<file path="src/rtl/piso_pkg.sv">
// rtl/piso_pkg.sv - shared FSM encoding and default sizing for the serializer
package piso_pkg;

  typedef enum logic [1:0] {
    IDLE  = 2'd0,
    SHIFT = 2'd1,
    DONE  = 2'd2
  } state_t;

  localparam int DEF_WIDTH = 8;
  localparam int DEF_DIV   = 4;

endpackage

</file>
<file path="src/rtl/tick_gen.sv">
// rtl/tick_gen.sv - bit-rate prescaler, one tick every DIV enabled cycles
module tick_gen #(
  parameter int DIV = 4
) (
  input  logic i_CLK,
  input  logic i_RST,
  input  logic i_EN,
  output logic o_TICK
);

  localparam int CW = $clog2(DIV + 1);
  localparam logic [CW-1:0] LAST = CW'(DIV - 1);

  logic [CW-1:0] cnt;

  // count 0..DIV-1 while enabled; held at 0 otherwise so every word starts aligned
  always_ff @(posedge i_CLK) begin
    if (i_RST || !i_EN) begin
      cnt <= '0;
    end else if (cnt == LAST) begin
      cnt <= '0;
    end else begin
      cnt <= cnt + 1'b1;
    end
  end

  assign o_TICK = i_EN && (cnt == LAST);

endmodule

</file>
<file path="src/rtl/piso_tx.sv">
// rtl/piso_tx.sv - parallel-in serial-out transmitter, MSB first with shift strobe
module piso_tx
  import piso_pkg::*;
#(
  parameter int WIDTH = DEF_WIDTH,
  parameter int DIV   = DEF_DIV
) (
  input  logic             i_CLK,
  input  logic             i_RST,
  input  logic [WIDTH-1:0] i_DATA,
  input  logic             i_VALID,
  output logic             o_READY,
  output logic             o_SDO,
  output logic             o_SFT,
  output logic             o_BUSY,
  output logic             o_DONE
);

  localparam int BW = $clog2(WIDTH + 1);
  localparam logic [BW-1:0] LAST_BIT = BW'(WIDTH - 1);

  state_t           state;
  logic [WIDTH-1:0] shreg;
  logic [BW-1:0]    bit_cnt;
  logic             tick;

  tick_gen #(
    .DIV (DIV)
  ) u_tick (
    .i_CLK  (i_CLK),
    .i_RST  (i_RST),
    .i_EN   (state == SHIFT),
    .o_TICK (tick)
  );

  // word FSM: load on accept, shift on each tick, one-cycle DONE before going idle
  always_ff @(posedge i_CLK) begin
    if (i_RST) begin
      state   <= IDLE;
      shreg   <= '0;
      bit_cnt <= '0;
      o_READY <= 1'b1;
      o_BUSY  <= 1'b0;
      o_DONE  <= 1'b0;
    end else begin
      o_DONE <= 1'b0;
      case (state)
        IDLE: begin
          if (i_VALID) begin
            shreg   <= i_DATA;
            bit_cnt <= '0;
            state   <= SHIFT;
            o_READY <= 1'b0;
            o_BUSY  <= 1'b1;
          end
        end
        SHIFT: begin
          if (tick) begin
            shreg   <= {shreg[WIDTH-2:0], 1'b0};
            bit_cnt <= bit_cnt + 1'b1;
            if (bit_cnt == LAST_BIT) begin
              state  <= DONE;
              o_DONE <= 1'b1;
            end
          end
        end
        DONE: begin
          state   <= IDLE;
          o_READY <= 1'b1;
          o_BUSY  <= 1'b0;
        end
        default: begin
          state   <= IDLE;
          o_READY <= 1'b1;
          o_BUSY  <= 1'b0;
        end
      endcase
    end
  end

  // the data line only carries the word while shifting; it is low in IDLE and DONE
  assign o_SDO = (state == SHIFT) && shreg[WIDTH-1];
  assign o_SFT = tick;

endmodule

</file>
<file path="config.mk">
export PLATFORM = sky130hd
export DESIGN_NAME = piso_tx
export DESIGN_NICKNAME = d
export VERILOG_FILES = /design/src/rtl/piso_pkg.sv /design/src/rtl/tick_gen.sv /design/src/rtl/piso_tx.sv
export SDC_FILE = /design/constraint.sdc
export NUM_CORES = 1
export LEC_CHECK = 0
export CORE_UTILIZATION = 55
export CTS_BUF_LIST = sky130_fd_sc_hd__clkbuf_8 sky130_fd_sc_hd__clkbuf_16
export CTS_CLUSTER_DIAMETER = 150
export DETAILED_ROUTE_END_ITERATION = 12
export DONT_BUFFER_PORTS = 1
export MAX_ROUTING_LAYER = met4
export PLACE_DENSITY = 0.7
export RECOVER_POWER = 100
export SETUP_SLACK_MARGIN = 0.02
export SLEW_MARGIN = 10
export SYNTH_ARGS = -nofsm -noshare
export SYNTH_HDL_FRONTEND = slang
export SYNTH_HIERARCHICAL = 1
export SYNTH_SLANG_ARGS = --single-unit
</file>
<file path="constraint.sdc">
create_clock -name i_CLK -period 1.7 [get_ports i_CLK]
set_input_delay 0.34 -clock i_CLK [delete_from_list [all_inputs] [get_ports i_CLK]]
set_output_delay 0.34 -clock i_CLK [all_outputs]
set_load 0.01 [all_outputs]
</file>
==> results.toml <==
[route]
drtPass1Iterations = 2
vias_per_cell = 5.91
post-route-drc-count = 0
wl_per_cell_um = 15.0
route.met3.wl_um = 46
final_antenna_net_count = 0
route.final.wire_length_um = 1700
drt_first_iter_violations = 12
routed-wl-met2_um = 753
routedLengthMet1_um = 875
topRoutingLayerUsed = "met4"
vias = 668

[sta]
final_hold_viol_count = 0
max_slew_margin = 0.679
final_critical_path_setup_slack_ps = 87.8
fmaxAchievable_ghz = 0.620
worst_slew_pin_slew_ps = 481
worst_clock_skew_ps = 4.61
totalNegativeSetupSlack_ps = 0
report.final.slew_viol_count = 0
setup_repair_after_global_routing_missed_its_margin = "no"
timing.final.setup_violations = 0
final_period_minus_worst_setup_slack_ps = 1610
fin_crit_sh = 0.948

[setup_path]
r2r_slack_ps = 110
regToRegEndpoint = "shreg[1]$_SDFFE_PP0P_"
cp.required_ps = 1360
worstReg2RegStart = "u_tick/cnt[0]$_SDFF_PP0_"
cpPeakStageDelay_ps = 320
worst_setup_path_category = "reg2out"
r2r_cells = 6
critPathMaxFanout = 8
crit_path_dat_ps = 1270
crit_path_end_kind = "output port"
timing.critical_path.slowest_stage_cell = "sky130_fd_sc_hd__dfxtp_2"
crit_path_cell_trace = "ha_2, ha_4, and2_2, buf_4"
crit_path_start_kind = "flop"

[clocking]
post_cts.repair.setup_buffers = 0
cts_max_level = 1
worstSkewPairLatency_ps = 260
cts_hold_buf = 0
cts_tree = "done"
worst_setup_hold_path_clk_slew_ps = 80
tritoncts.num_buffers = 3
clock_tree_sinks = 20
clock_tree_root_driver_cell = "sky130_fd_sc_hd__clkbuf_8"
clock_tree.buffer_depth = 2

[grt]
grt_max_degree = 20
total_routing_usage_reported_by_global_routing = 0.218
grt_antenna_before_repair = 0
global_route_wire_length_before_repair_um = 2870
via_count_of_the_first_global_routing_pass = 648
grt.overflow.total = 0

[place]
buffer_ports.inserted = 0
place_worst_setup_slack_ps = 43.6
globalplace.congestion = 0.769
dpl.hpwl_um = 1150
placed_area_sq_um = 915
dp.cells = 109

[yosys]
post_synth_instance_area_sq_um = 885
synth_sequential_area_ratio = 0.453
synth.top_cells.by_area = "sky130_fd_sc_hd__dfxtp_1, sky130_fd_sc_hd__o221a_2, sky130_fd_sc_hd__a21oi_1, sky130_fd_sc_hd__ha_1, sky130_fd_sc_hd__inv_1"
yosys.area.top_type = "sky130_fd_sc_hd__dfxtp_1"
syn_inst = 92
synth_unique_cells = 30
yosys_warnings = 6
async_flop_share = 0
edff_count_synth = 0
synth_common_cells = "sky130_fd_sc_hd__dfxtp_1, sky130_fd_sc_hd__a21oi_1, sky130_fd_sc_hd__inv_1"
post_synth.cell_area_avg_sq_um = 9.62
synthesis.nets = 106
synth_flop_cell = "sky130_fd_sc_hd__dfxtp_1"
yosys.cell_count.top_type = "sky130_fd_sc_hd__dfxtp_1"
ys_ff_latch = 20
synth_largest_type_area_fraction = 0.453

[layout]
area_taken_by_flip_flops_and_latches_sq_um = 402
layout-area-overhead-vs-synth_pct = 12.7
utilization = 0.662
layout-drive-gt1-share = 0.237
finish.net_count = 112
num-fill-cells = 130
final_area_sq_um = 997
antenna_cells = 0
multi_input_comb_area_sq_um = 440
layout.cells.non_filler = 113

[pwr]
power_per_cell_area_mw_per_mm2 = 1060
peakVddDrop_uv = 727
static-leakage-power_nw = 0.393

[run_status]
status = "finished clean"

[die]
die_width_um = 42.1
placementRows = 14
die_height_um = 42.1
io_pins = 16
initial_core_utilization = 0.587
core_box_area_sq_mm = 0.00151
die_area_sq_mm = 0.00177

[job]
maxCapViolCount = 0

[min_path]
min-delay-start = "i_RST"
hold-path-endpoint = "shreg[0]$_SDFFE_PP0P_"
holdCritPathClass = "in2reg"
min_delay_path_depth = 1
layout make-up:
type,instances,share of cell area
inverters,9,0.0339
flip-flops and latches,20,0.403
well taps,16,0.0201
multi-input cells,59,0.442
repair buffers,5,0.0301
clock inverters,1,0.0301
clock buffers,3,0.0414
metrics by stage:
stage | hold WS (ps) | power (W)
CTS | 141 | 0.00106
global route | 136 | 0.00110
finish | 140 | 0.00106
floorplan | 403 | 0.000581
global placement | 409 | 0.000593
detailed placement | 413 | 0.000595
timing repair:
item	4_1_cts	5_1_grt
pin swaps	0	1
gates resized for setup	1	4
endpoints found under the setup margin	1	9
critical path: cells and delay by family, from the launching register on:
family | cells | cell delay (ps)
adders and majority gates | 2 | 360
buffers and inverters | 1 | 170
DFF | 1 | 320
and+or+nand+nor | 1 | 170
cell usage in the layout (no fill, tap or decap), types with 2 or more instances in the layout:
master	instances
sky130_fd_sc_hd__nand2_1	2
sky130_fd_sc_hd__nor2_1	5
sky130_fd_sc_hd__dfxtp_1	19
sky130_fd_sc_hd__clkbuf_8	3
sky130_fd_sc_hd__inv_1	9
sky130_fd_sc_hd__nor4b_1	2
sky130_fd_sc_hd__a21oi_1	13
sky130_fd_sc_hd__nand4b_1	2
sky130_fd_sc_hd__and4bb_2	2
sky130_fd_sc_hd__nor3b_1	4
sky130_fd_sc_hd__buf_4	3
sky130_fd_sc_hd__clkbuf_1	2
sky130_fd_sc_hd__o221a_2	7
sky130_fd_sc_hd__o21ai_0	4
worst max-delay path by stage:
| stage | startpoint | endpoint | slack (ps) | cells after the start |
|---|---|---|---|---|
| floorplan | u_tick/cnt[0]$_SDFF_PP0_ | bit_cnt[3]$_SDFFE_PP0P_ | 70 | 6 |
| global placement | u_tick/cnt[0]$_SDFF_PP0_ | shreg[7]$_SDFFE_PP0P_ | 100 | 6 |
| detailed placement | u_tick/cnt[0]$_SDFF_PP0_ | shreg[7]$_SDFFE_PP0P_ | 40 | 6 |
| CTS | u_tick/cnt[0]$_SDFF_PP0_ | o_SFT | 50 | 4 |
| global route | u_tick/cnt[0]$_SDFF_PP0_ | shreg[1]$_SDFFE_PP0P_ | 20 | 6 |
| finish | u_tick/cnt[0]$_SDFF_PP0_ | o_SFT | 90 | 4 |
flip-flops by register name (all words and copies together), names as in the netlist:
signal and flops:
o_BUSY 1, o_READY 1, shreg 8, bit_cnt 4
state 2, o_DONE 1, u_tick/cnt 3
per-layer routing:
layer	global-route usage	vias to the layer above
met5	-	-
met4	0.0938	0
met3	0.0474	4
met2	0.328	13
met1	0.284	311
li1	-	340
cell families after synthesis:
| group | after synthesis | synth area share |
|---|---|---|
| flops | 20 | 0.453 |
| xor+xnor | 1 | 0.00990 |
| compound gates | 27 | 0.209 |
| buf+inv | 13 | 0.0693 |
| mux | 1 | 0.0113 |
| simple gates | 27 | 0.205 |
| fa+ha+maj | 3 | 0.0424 |
where the power goes:
group / internal (W) / leakage, nW / total, W / switching [W]
clock: 0.000314 / 0.0357 / 0.000472 / 0.000158
combinational: 0.0000402 / 0.193 / 0.0000772 / 0.0000370
sequential: 0.000492 / 0.164 / 0.000508 / 0.0000157
Power figures use the tool's default switching activity.
